==> src/rtl/uart_pkg.sv <==
// uart_pkg: shared receiver state encoding, baud-rate math and debug command bytes
package uart_pkg;
  typedef enum logic [2:0] {IDLE, START, DATA, STOP, HOLD} uart_state_e;
  localparam logic [7:0] CMD_R = 8'h72;
  localparam logic [7:0] CMD_S = 8'h73;
  localparam logic [7:0] CMD_L = 8'h6C;
  localparam logic [7:0] CMD_N = 8'h6E;
  function automatic int calc_tick_div(input int clk_freq, input int baud_rate, input int oversample);
    return clk_freq / (baud_rate * oversample);
  endfunction
endpackage

==> src/rtl/uart_rx_oversampled_if.sv <==
// uart_rx_oversampled_if: serial line in, received byte and status out
interface uart_rx_oversampled_if #(parameter int DATA_BITS = 8);
  logic i_rx;
  logic [DATA_BITS-1:0] o_data;
  logic o_data_received;
  logic o_frame_err;
  logic o_busy;
  modport master (output i_rx, input o_data, o_data_received, o_frame_err, o_busy);
  modport slave (input i_rx, output o_data, o_data_received, o_frame_err, o_busy);
endinterface

==> src/rtl/uart_baud_tick_gen.sv <==
// uart_baud_tick_gen: one-cycle tick every TICK_DIV clocks, restartable by i_clear
module uart_baud_tick_gen #(
  parameter int TICK_DIV = 4
) (
  input  logic i_clk,
  input  logic i_rst,
  input  logic i_clear,
  output logic o_tick
);
  localparam int W = TICK_DIV > 1 ? $clog2(TICK_DIV) : 1;
  localparam logic [W-1:0] LAST = W'(TICK_DIV - 1);
  logic [W-1:0] cnt;
  // modulo-TICK_DIV counter; a clear puts the next tick TICK_DIV cycles away
  always_ff @(posedge i_clk)
    cnt <= (i_rst || i_clear || cnt == LAST) ? '0 : cnt + 1'b1;
  assign o_tick = cnt == LAST && !i_clear;
endmodule

==> src/rtl/uart_rx_oversampled.sv <==
// uart_rx_oversampled: oversampling UART receiver holding each byte until reset
module uart_rx_oversampled
  import uart_pkg::*;
#(
  parameter int CLK_FREQ   = 50000000,
  parameter int BAUD_RATE  = 19200,
  parameter int OVERSAMPLE = 16,
  parameter int DATA_BITS  = 8
) (
  input logic i_clk,
  input logic i_rst,
  uart_rx_oversampled_if.slave bus
);
  localparam int TICK_DIV = calc_tick_div(CLK_FREQ, BAUD_RATE, OVERSAMPLE);
  localparam int TW = $clog2(OVERSAMPLE);
  localparam int BW = $clog2(DATA_BITS + 1);
  localparam logic [TW-1:0] MID = TW'(OVERSAMPLE / 2 - 1);
  localparam logic [TW-1:0] FULL = TW'(OVERSAMPLE - 1);
  localparam logic [BW-1:0] LAST_BIT = BW'(DATA_BITS - 1);
  uart_state_e state, state_nx;
  logic sync1, rx_s, rx_prev, start_edge, tick, clear;
  logic mid_hit, data_hit, stop_hit;
  logic [TW-1:0] tick_cnt;
  logic [BW-1:0] bit_cnt;
  logic [DATA_BITS-1:0] shreg, data_q;
  logic rcvd_q, ferr_q;
  uart_baud_tick_gen #(.TICK_DIV(TICK_DIV)) u_tick (
    .i_clk(i_clk),
    .i_rst(i_rst),
    .i_clear(clear),
    .o_tick(tick)
  );
  // two-flop synchronizer plus one-cycle delayed copy for falling-edge detection
  always_ff @(posedge i_clk)
    {rx_prev, rx_s, sync1} <= i_rst ? 3'b111 : {rx_s, sync1, bus.i_rx};
  assign start_edge = rx_prev & ~rx_s;
  // state register
  always_ff @(posedge i_clk)
    state <= i_rst ? IDLE : state_nx;
  // next-state logic; HOLD is left only through reset
  always_comb begin
    state_nx = state;
    case (state)
      IDLE:  state_nx = start_edge ? START : IDLE;
      START: state_nx = mid_hit ? (rx_s ? IDLE : DATA) : START;
      DATA:  state_nx = (data_hit && bit_cnt == LAST_BIT) ? STOP : DATA;
      STOP:  state_nx = stop_hit ? (rx_s ? HOLD : IDLE) : STOP;
      default: state_nx = HOLD;
    endcase
  end
  // per-state strobes: divider restart and the three sample points
  always_comb begin
    clear = state == IDLE && start_edge;
    mid_hit = state == START && tick && tick_cnt == MID;
    data_hit = state == DATA && tick && tick_cnt == FULL;
    stop_hit = state == STOP && tick && tick_cnt == FULL;
  end
  // counters, shift register and held outputs
  always_ff @(posedge i_clk)
    if (i_rst) begin
      tick_cnt <= '0;
      bit_cnt <= '0;
      shreg <= '0;
      data_q <= '0;
      rcvd_q <= 1'b0;
      ferr_q <= 1'b0;
    end else begin
      tick_cnt <= (state == IDLE || mid_hit || data_hit || stop_hit) ? '0 : tick_cnt + TW'(tick);
      bit_cnt <= state == START ? '0 : bit_cnt + BW'(data_hit);
      if (data_hit) shreg <= {rx_s, shreg[DATA_BITS-1:1]};
      if (stop_hit && rx_s) data_q <= shreg;
      if (stop_hit && rx_s) rcvd_q <= 1'b1;
      ferr_q <= stop_hit && !rx_s;
    end
  assign bus.o_data = data_q;
  assign bus.o_data_received = rcvd_q;
  assign bus.o_frame_err = ferr_q;
  assign bus.o_busy = state == START || state == DATA || state == STOP;
endmodule
==> src/flat_wrapper.sv <==
// flat-port wrapper written by rule: the top's interface ports become plain ports
module uart_rx_oversampled_flat import uart_pkg::*;
#(
  parameter int CLK_FREQ   = 50000000,
  parameter int BAUD_RATE  = 19200,
  parameter int OVERSAMPLE = 16,
  parameter int DATA_BITS  = 8
)
  (i_clk, i_rst, bus_i_rx, bus_o_data, bus_o_data_received, bus_o_frame_err, bus_o_busy);
  uart_rx_oversampled_if #(.DATA_BITS(DATA_BITS)) bus_i ();
  input logic i_clk;
  input logic i_rst;
  input wire logic [$bits(bus_i.i_rx)-1:0] bus_i_rx;
  output wire logic [$bits(bus_i.o_data)-1:0] bus_o_data;
  output wire logic [$bits(bus_i.o_data_received)-1:0] bus_o_data_received;
  output wire logic [$bits(bus_i.o_frame_err)-1:0] bus_o_frame_err;
  output wire logic [$bits(bus_i.o_busy)-1:0] bus_o_busy;
  assign bus_i.i_rx = bus_i_rx;
  assign bus_o_data = bus_i.o_data;
  assign bus_o_data_received = bus_i.o_data_received;
  assign bus_o_frame_err = bus_i.o_frame_err;
  assign bus_o_busy = bus_i.o_busy;
  uart_rx_oversampled #(.CLK_FREQ(CLK_FREQ), .BAUD_RATE(BAUD_RATE), .OVERSAMPLE(OVERSAMPLE), .DATA_BITS(DATA_BITS)) u_core (.i_clk(i_clk), .i_rst(i_rst), .bus(bus_i));
endmodule
==> config.mk <==
export PLATFORM = sky130hd
export DESIGN_NAME = uart_rx_oversampled_flat
export DESIGN_NICKNAME = d
export VERILOG_FILES = /design/src/rtl/uart_pkg.sv /design/src/rtl/uart_rx_oversampled_if.sv /design/src/rtl/uart_baud_tick_gen.sv /design/src/rtl/uart_rx_oversampled.sv /design/src/flat_wrapper.sv
export SDC_FILE = /design/constraint.sdc
export NUM_CORES = 1
export LEC_CHECK = 0
export ABC_AREA = 1
export BUFFER_PORTS_ARGS = -buffer_cell sky130_fd_sc_hd__buf_2
export CELL_PAD_IN_SITES_DETAIL_PLACEMENT = 2
export CELL_PAD_IN_SITES_GLOBAL_PLACEMENT = 2
export CORE_MARGIN = 2
export CORE_UTILIZATION = 37
export DETAILED_ROUTE_END_ITERATION = 10
export PLACE_DENSITY_LB_ADDON = 0.1
export SYNTH_ARGS = -nofsm -noshare
export SYNTH_HDL_FRONTEND = slang
export SYNTH_SLANG_ARGS = --single-unit
==> constraint.sdc <==
create_clock -name i_clk -period 2.4 [get_ports i_clk]
set_input_delay 0.48 -clock i_clk [delete_from_list [all_inputs] [get_ports i_clk]]
set_output_delay 0.48 -clock i_clk [all_outputs]
set_load 0.05 [all_outputs]
==> run_results.csv, run 1 <==
group,metric,value,unit
worst_hold_path,holdPathStages,2,
setup_path,critPathLaunchType,"flop",
power,p_int,0.000883,W
clock_tree,postCtsSetupBuffers,0,
detailed_routing,drtIter0Drc,41,
floorplan,die_x,74.4,um
timing,finalClockSkew,0.0102,ns
clock_tree,htreeDepth,2,
layout,drive_gt1_frac,0.152,
grt,grt_pass1_wl,7270,um
power,power_frac_clock,0.371,
placed_design,place_inst,316,
placed_design,place_ws,0.487,ns
outcome,status,"complete, no violations",
timing,relSlewSlack,0.677,
power,leakage,0.962,nW
timing,period_needed,1.91,ns
grt,grt_pass1_vias,1575,
detailed_routing,detail-route-antenna-nets,0,
floorplan,ios,14,
logic_synthesis,ys_seq_area_frac,0.437,
layout,syn2layout_area_growth,11.1,%
logic_synthesis,syn_avg_cell_area,7.64,um^2
setup_path,crit_path_end_kind,"flop",
logic_synthesis,syn_inst,240,
layout,mostFrequentLayoutCells,"nand2_1, nor2_1, dfxtp_1",
power,comb_power_share,0.043,
logic_synthesis,synth_cell_types,27,
floorplan,dieArea,5540,um^2
logic_synthesis,syn-num-nets,249,
worst_hold_path,worstHoldPathType,"in2reg",
power,ir_drop,0.000325,V
placed_design,gp_congestion,0.717,
placed_design,port_buffers,13,
setup_path,r2r_cells,8,
grt,grt_start_max_net_pins,18,
floorplan,die_h,74.4,um
setup_path,crit_chain,"ha_1, nand2_1, nor2_1, nand3_1, nand2_1, nand2_1, nor2_1, nor2_1",
grt,antenna_found_initial,0,
power,powerDensity,568,nW/um^2
timing,setup_viol,0,
detailed_routing,dr.pass1.iters,4,
power,switching_share,0.236,
clock_tree,path_clk_slew,0.08,ns
grt,overflow,0,
placed_design,dp_hpwl,3050,um
detailed_routing,vias_per_cell,4.65,
layout,fin_area,2040,um^2
timing,fin_crit_sh,0.796,
grt,grt_util_all_layers,0.175,
setup_path,crit_type,"reg2reg",
logic_synthesis,ys_seq_elements,40,
setup_path,cp_slowest_stage_delay,0.42,ns
detailed_routing,wl_per_cell,13.2,um
clock_tree,cts_resized,0,
timing,hold_viol,0,
floorplan,initial_utilization,0.386,
clock_tree,clockBufferDepth,2,
clock_tree,clockRootBuffer,"clkbuf_8",
layout,multi_input_area,861,um^2
power,p_sw,0.000273,W
timing,tns,0,ns
setup_path,crit_path_max_fanout,11,
clock_tree,cts_tree,"built",
timing,setup_slack,0.490,ns
detailed_routing,drc,0,
floorplan,core,4750,um^2
timing,rsz0062_at_grt,"no",
layout,stdcell_count,323,
setup_path,required,2.56,ns
power,seq_power_share,0.586,
layout,regArea,801,um^2
logic_synthesis,synth_area,1830,um^2
clock_tree,cts_hold_buf,0,
clock_tree,clk-insertion-delay-late,0.29,ns
logic_synthesis,yosys_warnings,0,
detailed_routing,vias,1503,
placed_design,dpl-instance-area,1960,um^2
floorplan,rows,25,
timing,fmax,524,MHz
setup_path,critPathSlowestCell,"nand3_1",
layout,fill_cells,581,
timing,worst_pin_slew,0.483,ns
job,cap_violations,0,
layout,n_antenna_cell,0,
setup_path,worstPathArrival,2.07,ns
timing,finalMaxSlewViolations,0,
clock_tree,numCtsBuffers,5,
detailed_routing,totalWireLength,4270,um
layout,nets,265,
clock_tree,numClockSinks,40,
## metal layers
layer,routed length (um),vias up,track usage,share of wire
li1,-,762,-,-
met1,1940,724,0.208,0.45
met2,2210,12,0.310,0.52
met3,80,5,0.0447,0.019
met4,43,0,0.0536,0.010
met5,0,-,0,0
## Yosys cell counts
| cell | n | share of area |
|---|---|---|
| nand4_1 | 1 | 0.0034 |
| nor2_4 | 3 | 0.018 |
| nand3_2 | 1 | 0.0055 |
| nor3b_1 | 1 | 0.0041 |
| ha_1 | 6 | 0.041 |
| xor2_1 | 1 | 0.0048 |
| nand2_4 | 1 | 0.0061 |
| nor4_1 | 1 | 0.0034 |
| nand4_4 | 1 | 0.012 |
| nor3b_2 | 8 | 0.055 |
| nand2_1 | 48 | 0.098 |
| buf_6 | 1 | 0.0061 |
| inv_1 | 37 | 0.076 |
| xnor2_1 | 5 | 0.024 |
| dfxtp_1 | 40 | 0.44 |
| nor3_1 | 12 | 0.033 |
| or2_2 | 2 | 0.0068 |
| clkbuf_1 | 3 | 0.0061 |
| nor2_1 | 48 | 0.098 |
| o211ai_1 | 1 | 0.0041 |
| a21oi_1 | 5 | 0.014 |
| inv_2 | 1 | 0.0020 |
| buf_4 | 1 | 0.0041 |
| nand3_1 | 9 | 0.025 |
| nand4_2 | 1 | 0.0068 |
| o21bai_1 | 1 | 0.0041 |
| nand2_2 | 1 | 0.0034 |
## cell type report
| class | count | share of cell area |
|---|---|---|
| Timing Repair Buffer | 14 | 0.0356 |
| Clock buffer | 6 | 0.0356 |
| Multi-Input combinational cell | 157 | 0.422 |
| Inverter | 38 | 0.0700 |
| Clock inverter | 1 | 0.00246 |
| Sequential cell | 40 | 0.393 |
| Tap cell | 67 | 0.0411 |
## sequential cells by signal (all words and copies together) (netlist names), 3 cells and up
name and count:
u_core.bit_cnt 4, u_core.state 3, u_core.u_tick.cnt 8, u_core.tick_cnt 4, u_core.shreg 8, u_core.bus.o_data 8
## metrics by stage
stage	util	hold slack (ns)	power, W
2_1_floorplan	-	0.389	0.000726
3_3_place_gp	0.412	0.417	0.000741
3_5_place_dp	0.412	0.420	0.000743
4_1_cts	0.429	0.364	0.00118
5_1_grt	0.429	0.362	0.00122
6_report	0.429	0.376	0.00116
## critical path, delay by kind of cell (launching register included)
kind | cells | cell delay, ns
fa+ha+maj | 1 | 0.19
flops | 1 | 0.39
simple gates | 7 | 1.21
## final timing paths
check / startpoint / to / slack [ns]
min: bus_i_rx / u_core.sync1 / 0.38
min reg2reg: u_core.sync1 / u_core.rx_s / 0.43
max: u_core.u_tick.cnt[0] / u_core.state[0] / 0.49
max reg2reg: u_core.u_tick.cnt[0] / u_core.state[0] / 0.49
## power groups by stage
stage	combinational (W)	sequential, W	clock [W]
after floorplan	0.0000353	0.000691	0
after global placement	0.0000488	0.000692	0
after detailed placement	0.0000498	0.000693	0
after CTS	0.0000504	0.000678	0.000452
after global routing	0.0000552	0.000679	0.000482
final	0.0000495	0.000678	0.000430
## cell families after synthesis
family | Yosys count | synth area share
buffers and inverters | 43 | 0.0941
AOI/OAI and AO/OA | 7 | 0.0218
adders and majority gates | 6 | 0.0409
DFF | 40 | 0.437
and+or+nand+nor | 138 | 0.378
xor gates and xnor gates | 6 | 0.0286
Power figures use the tool's default switching activity.
==> run 2, diff against run 1 <==
Settings changed: ABC_AREA 1 to 0, CORE_UTILIZATION 37 to 33.
Clock period 2.4 ns to 1.7 ns, I/O delays scaled along.
==> run 2 against run 1 <==
Compared with the run above:
- the flow now finishes with violations (setup timing)
- utilization up 2.0 points
- clock skew shrank 0.0016 ns
- critical path depth shrank 2
- hold slack worse by 0.15 ns
- synthesized cell count is 28% lower
- clock power rose by 82%
- synthesized area shrank 9.7%
- global-route usage down 0.25 points
- final cell count shrank 16%
- critical path type unchanged
==> run_results.csv, run 2 <==
group,metric,value,unit
detailed_routing,vias_per_cell,4.79,
logic_synthesis,synth_top_family_by_area,"simple AND/OR/NAND/NOR gates",
logic_synthesis,ys_seq_elements,40,
placed_design,place_ws,-0.175,ns
logic_synthesis,yosys_warnings,0,
layout,nets,213,
timing,period_needed,1.79,ns
logic_synthesis,synthFlopType,"dfxtp_1",
clock_tree,cts_tree,"built",
timing,finalMaxSlewViolations,0,
setup_path,reg2reg_setup_slack,-0.09,ns
worst_hold_path,worstHoldPathType,"in2reg",
logic_synthesis,async_flop_share,0,
layout,mostFrequentLayoutCells,"nor2_1, dfxtp_1, buf_4",
timing,setup_slack,-0.0891,ns
layout,syn2layout_area_growth,29.7,%
timing,finalClockSkew,0.00859,ns
floorplan,die_h,74.9,um
logic_synthesis,synth_top_area_frac,0.483,
setup_path,worstPathArrival,1.98,ns
logic_synthesis,synth_mux_area_frac,0.0967,
grt,antenna_found_initial,0,
clock_tree,clk-insertion-delay-late,0.30,ns
timing,fin_crit_sh,1.05,
placed_design,port_buffers,13,
logic_synthesis,ys_seq_area_frac,0.483,
setup_path,r2r_cells,6,
logic_synthesis,synth-edff-count,0,
setup_path,worstReg2RegStart,"u_core.u_tick.cnt[6]",
setup_path,crit_path_max_fanout,3,
layout,drive_gt1_frac,0.332,
clock_tree,clockBufferDepth,2,
setup_path,cp_slowest_stage_delay,0.40,ns
job,cap_violations,0,
setup_path,critPathSlowestCell,"or3b_4",
logic_synthesis,synth_area,1660,um^2
setup_path,crit_path_end_kind,"flop",
setup_path,crit_type,"reg2reg",
clock_tree,numCtsBuffers,5,
floorplan,dieArea,5600,um^2
logic_synthesis,synth_cell_types,31,
logic_synthesis,synthTopCellsByArea,"dfxtp_1, mux2i_1, nor2_1",
logic_synthesis,synthAdderAreaFrac,0.0453,
power,powerDensity,852,nW/um^2
clock_tree,htreeDepth,2,
logic_synthesis,syn_avg_cell_area,9.63,um^2
grt,grt_pass1_wl,7110,um
setup_path,crit_chain,"or3b_4, or2_4, nor4_4, ha_2, ha_4, and2_4",
power,ir_drop,0.000484,V
worst_hold_path,min_to,"u_core.sync1",
timing,rsz0062_at_grt,"yes",
worst_hold_path,holdPathStages,2,
floorplan,initial_utilization,0.346,
layout,n_antenna_cell,0,
logic_synthesis,synth_compound_area_frac,0.0491,
placed_design,gp_congestion,0.785,
floorplan,rows,25,
logic_synthesis,yosysTopAreaCell,"dfxtp_1",
timing,worst_pin_slew,0.305,ns
grt,grt_pass1_vias,1407,
timing,hold_viol,0,
logic_synthesis,synthXorXnorAreaFrac,0.0582,
detailed_routing,drc,0,
grt,grt_util_all_layers,0.173,
logic_synthesis,yosys-top-cells-count,"dfxtp_1, nor2_1, mux2i_1",
power,p_total,0.00183,W
setup_path,reg2reg_to,"u_core.bit_cnt[1]",
floorplan,ios,14,
detailed_routing,detail-route-antenna-nets,0,
clock_tree,cts_hold_buf,0,
clock_tree,clockRootBuffer,"clkbuf_8",
outcome,status,"complete, but fails checks",
timing,setup_viol,14,
placed_design,dpl-instance-area,1920,um^2
logic_synthesis,yosysMostFrequentCell,"dfxtp_1",
power,leakage,0.958,nW
detailed_routing,vias,1302,
logic_synthesis,syn-num-nets,181,
setup_path,required,1.89,ns
setup_path,critPathLaunchType,"flop",
logic_synthesis,synthSimpleGateAreaFrac,0.229,
placed_design,dp_hpwl,2970,um
worst_hold_path,holdCritStartpoint,"bus_i_rx",
floorplan,die_x,74.9,um
detailed_routing,wl_per_cell,15.8,um
logic_synthesis,syn_inst,172,
grt,overflow,0,
grt,grt_start_max_net_pins,18,
detailed_routing,totalWireLength,4290,um
floorplan,core,4790,um^2
detailed_routing,drtIter0Drc,14,
outcome,violations,"setup timing",
detailed_routing,dr.pass1.iters,4,
layout,fin_area,2150,um^2
clock_tree,path_clk_slew,0.08,ns
timing,fmax,559,MHz
timing,relSlewSlack,0.795,
clock_tree,numClockSinks,40,
-- run 2: power breakdown --
group          switching (W)   total, W  internal [W]
sequential        0.00000822   0.000956      0.000948
clock               0.000347   0.000781      0.000434
combinational      0.0000519  0.0000924     0.0000405
total               0.000407    0.00183       0.00142
-- run 2: cell type report --
type	count	area, um^2
clock inverter	3	42.5
multi-input combinational	118	890
sequential	40	808
fill	528	2640
inverter	4	15.0
clock buffer	5	68.8
timing repair buffer	35	240
tap	67	83.8
-- run 2: worst max-delay path by stage --
stage                         start                 to  slack [ns]  depth (start not counted)
2_1_floorplan  u_core.u_tick.cnt[5]  u_core.bit_cnt[1]       -0.05                          6
3_3_place_gp   u_core.u_tick.cnt[6]  u_core.bit_cnt[1]       -0.09                          6
3_5_place_dp   u_core.u_tick.cnt[1]  u_core.bit_cnt[2]       -0.18                          9
4_1_cts        u_core.u_tick.cnt[6]  u_core.bit_cnt[1]       -0.11                          6
5_1_grt        u_core.u_tick.cnt[6]  u_core.bit_cnt[3]       -0.20                          7
6_report       u_core.u_tick.cnt[6]  u_core.bit_cnt[1]       -0.09                          6
-- run 2: per-stage QoR --
step	setup TNS, ns	hold slack [ns]	cells	util
5_1_grt	-2.39	0.219	272	0.449
2_1_floorplan	-0.0619	0.389	172	-
3_5_place_dp	-1.16	0.402	261	0.401
4_1_cts	-1.29	0.227	270	0.441
3_3_place_gp	-0.192	0.397	261	0.401
6_report	-0.917	0.230	272	0.449
-- run 2: metal layers --
layer / share of wire / wire [um] / up-vias / track usage
met3: 0.022 / 96 / 7 / 0.0455
met1: 0.44 / 1900 / 638 / 0.208
met5: 0 / 0 / - / 0
met4: 0.018 / 79 / 0 / 0.0615
li1: - / - / 641 / -
met2: 0.52 / 2210 / 16 / 0.296
-- run 2: critical path, delay by kind of cell, from the launching register on --
family | cells | cell delay, ns
adders and majority gates | 2 | 0.45
DFF | 1 | 0.32
and+or+nand+nor | 4 | 0.91
-- run 2: cell families after synthesis --
logic type | after synthesis
fa+ha+maj | 6
simple gates | 73
flops | 40
compound gates | 12
xor+xnor | 11
mux | 16
buf+inv | 14
-- run 2: timing repair --
item,4_1_cts,5_1_grt
setup endpoints to repair,22,33
pin swaps,1,3
cloned,1,0
gates resized for setup,14,7
setup buffers,0,2
==> run 3, diff against run 2 <==
Settings changed: CORE_UTILIZATION 33 to 39, SKIP_LAST_GASP from default to 1.
Clock period 1.7 ns to 2.3 ns, I/O delays scaled along.
==> run 3 against run 2 <==
Compared with the run above:
- the flow now finishes without violations
- sequential cell count unchanged
- global-route usage increased by 0.37 points
- sequential share of layout area rose by 5.0 points
- sequential power shrank 26%
- final cell count down 13%
- clock power shrank 27%
- cell area decreased by 12%
- total power fell by 27%
- critical path type unchanged
- critical endpoint is now u_core.bit_cnt[2]
==> run_results.csv, run 3 (synthesis gave the netlist of run 2 again) <==
group,metric,value,unit
outcome,status,"complete, no violations",
power,powerDensity,705,nW/um^2
clock_tree,cts_tree,"built",
timing,fin_crit_sh,0.935,
timing,fmax,465,MHz
detailed_routing,detail-route-antenna-nets,0,
layout,final_common_cell,"dfxtp_1",
setup_path,critPathLaunchType,"flop",
timing,setup_viol,0,
placed_design,dp_hpwl,2700,um
grt,grt_start_max_net_pins,29,
setup_path,crit_path_end_kind,"flop",
worst_hold_path,min_to,"u_core.sync1",
floorplan,rows,23,
detailed_routing,wl_per_cell,16.4,um
setup_path,crit_type,"reg2reg",
floorplan,die_h,69.2,um
grt,grt_pass1_vias,1333,
timing,finalMaxSlewViolations,0,
layout,drive_gt1_frac,0.194,
detailed_routing,totalWireLength,3870,um
timing,worst_pin_slew,0.473,ns
layout,mostFrequentLayoutCells,"dfxtp_1, nor2_1, mux2i_1",
timing,period_needed,2.15,ns
placed_design,port_buffers,13,
layout,nets,194,
setup_path,worstPathArrival,2.34,ns
detailed_routing,vias,1241,
grt,antenna_found_initial,0,
grt,overflow,0,
worst_hold_path,holdPathStages,2,
floorplan,ios,14,
setup_path,reg2reg_to,"u_core.bit_cnt[2]",
grt,grt_pass1_wl,6620,um
setup_path,r2r_cells,7,
detailed_routing,wl_met3,96,um
power,comb_power_share,0.033,
clock_tree,numCtsBuffers,5,
detailed_routing,drt-met1-wl,1640,um
setup_path,reg2reg_setup_slack,0.15,ns
placed_design,gp_congestion,0.735,
timing,setup_slack,0.150,ns
timing,rsz0062_at_grt,"no",
power,switching_share,0.219,
power,seq_power_share,0.535,
timing,hold_viol,0,
power,p_int,0.00104,W
floorplan,core,4060,um^2
layout,n_antenna_cell,0,
power,ir_drop,0.000372,V
layout,final_util,0.464,
timing,fin_hold_ws,0.379,ns
layout,syn2layout_area_growth,13.7,%
job,cap_violations,0,
placed_design,place_ws,0.129,ns
clock_tree,clockRootBuffer,"clkbuf_8",
setup_path,worstReg2RegStart,"u_core.u_tick.cnt[5]",
clock_tree,path_clk_slew,0.08,ns
grt,grt_util_all_layers,0.176,
timing,finalClockSkew,0.00751,ns
floorplan,die_x,69.2,um
detailed_routing,drtIter0Drc,16,
clock_tree,clk-insertion-delay-late,0.30,ns
detailed_routing,vias_per_cell,5.26,
timing,tns,0,ns
detailed_routing,wl_met2,2060,um
setup_path,required,2.49,ns
worst_hold_path,worstHoldPathType,"in2reg",
layout,fill_cells,450,
floorplan,dieArea,4790,um^2
clock_tree,numClockSinks,40,
worst_hold_path,holdCritStartpoint,"bus_i_rx",
setup_path,crit_path_max_fanout,4,
clock_tree,htreeDepth,2,
floorplan,initial_utilization,0.408,
clock_tree,clockBufferDepth,2,
power,leakage,0.807,nW
detailed_routing,dr.max_layer_used,"met4",
timing,relSlewSlack,0.685,
detailed_routing,dr.pass1.iters,4,
power,p_total,0.00133,W
power,p_sw,0.000291,W
detailed_routing,drc,0,
power,power_frac_clock,0.432,
-- run 3: cell types whose count changed in the layout (fill, tap and decap cells not counted), sizes merged --
cell	change
buf	-18
clkbuf	-1
-- run 3: routing by layer --
metal | vias up | GRT usage
met5 | - | 0
met4 | 0 | 0.0654
met3 | 7 | 0.0436
met2 | 11 | 0.307
met1 | 616 | 0.210
li1 | 607 | -
-- run 3: how the worst max path moves through the flow --
| stage | start | depth (start not counted) | slack, ns | endpoint |
|---|---|---|---|---|
| 2_1_floorplan | u_core.u_tick.cnt[5] | 6 | 0.33 | u_core.bit_cnt[1] |
| 3_3_place_gp | u_core.u_tick.cnt[5] | 6 | 0.19 | u_core.bit_cnt[1] |
| 3_5_place_dp | u_core.u_tick.cnt[5] | 7 | 0.13 | u_core.bit_cnt[2] |
| 4_1_cts | u_core.u_tick.cnt[5] | 7 | 0.01 | u_core.bit_cnt[2] |
| 5_1_grt | u_core.u_tick.cnt[5] | 7 | 0.03 | u_core.bit_cnt[2] |
| 6_report | u_core.u_tick.cnt[5] | 7 | 0.15 | u_core.bit_cnt[2] |
-- run 3: critical path, stage by stage, from the launching register on --
cell and delay, ns:
dfxtp_1 0.39, or3b_4 0.42, or2_2 0.33, nor4_2 0.32, ha_1 0.22, ha_1 0.17
xnor2_1 0.13, nor2_1 0.06
-- run 3: power groups by stage --
stage	Sequential, W	Clock (W)	Combinational [W]
2_1_floorplan	0.000722	0	0.0000353
3_3_place_gp	0.000726	0	0.0000405
3_5_place_dp	0.000727	0	0.0000438
4_1_cts	0.000710	0.000589	0.0000451
5_1_grt	0.000712	0.000616	0.0000497
6_report	0.000710	0.000573	0.0000438
-- run 3: cell type report --
cell class	instances	area, um^2	area share
clock inverters	3	42.5	0.0226
repair buffers	16	87.6	0.0465
flip-flops and latches	40	802	0.426
multi-input cells	118	805	0.427
inverters	4	15.0	0.00797
well taps	50	62.6	0.0332
clock buffers	5	68.8	0.0365
-- run 3: stage by stage --
stage / cells / instance area (um^2)
global placement: 228 / 1760
finish: 236 / 1880
floorplan: 172 / 1660
CTS: 236 / 1880
detailed placement: 228 / 1760
global route: 236 / 1880
-- run 3: repair_timing --
action                                 4_1_cts  5_1_grt
hold buffers                                 0        0
gates resized for setup                      0        2
buffers inserted                             0        0
setup endpoints to repair                    0        3
endpoints found under the hold margin        0        0
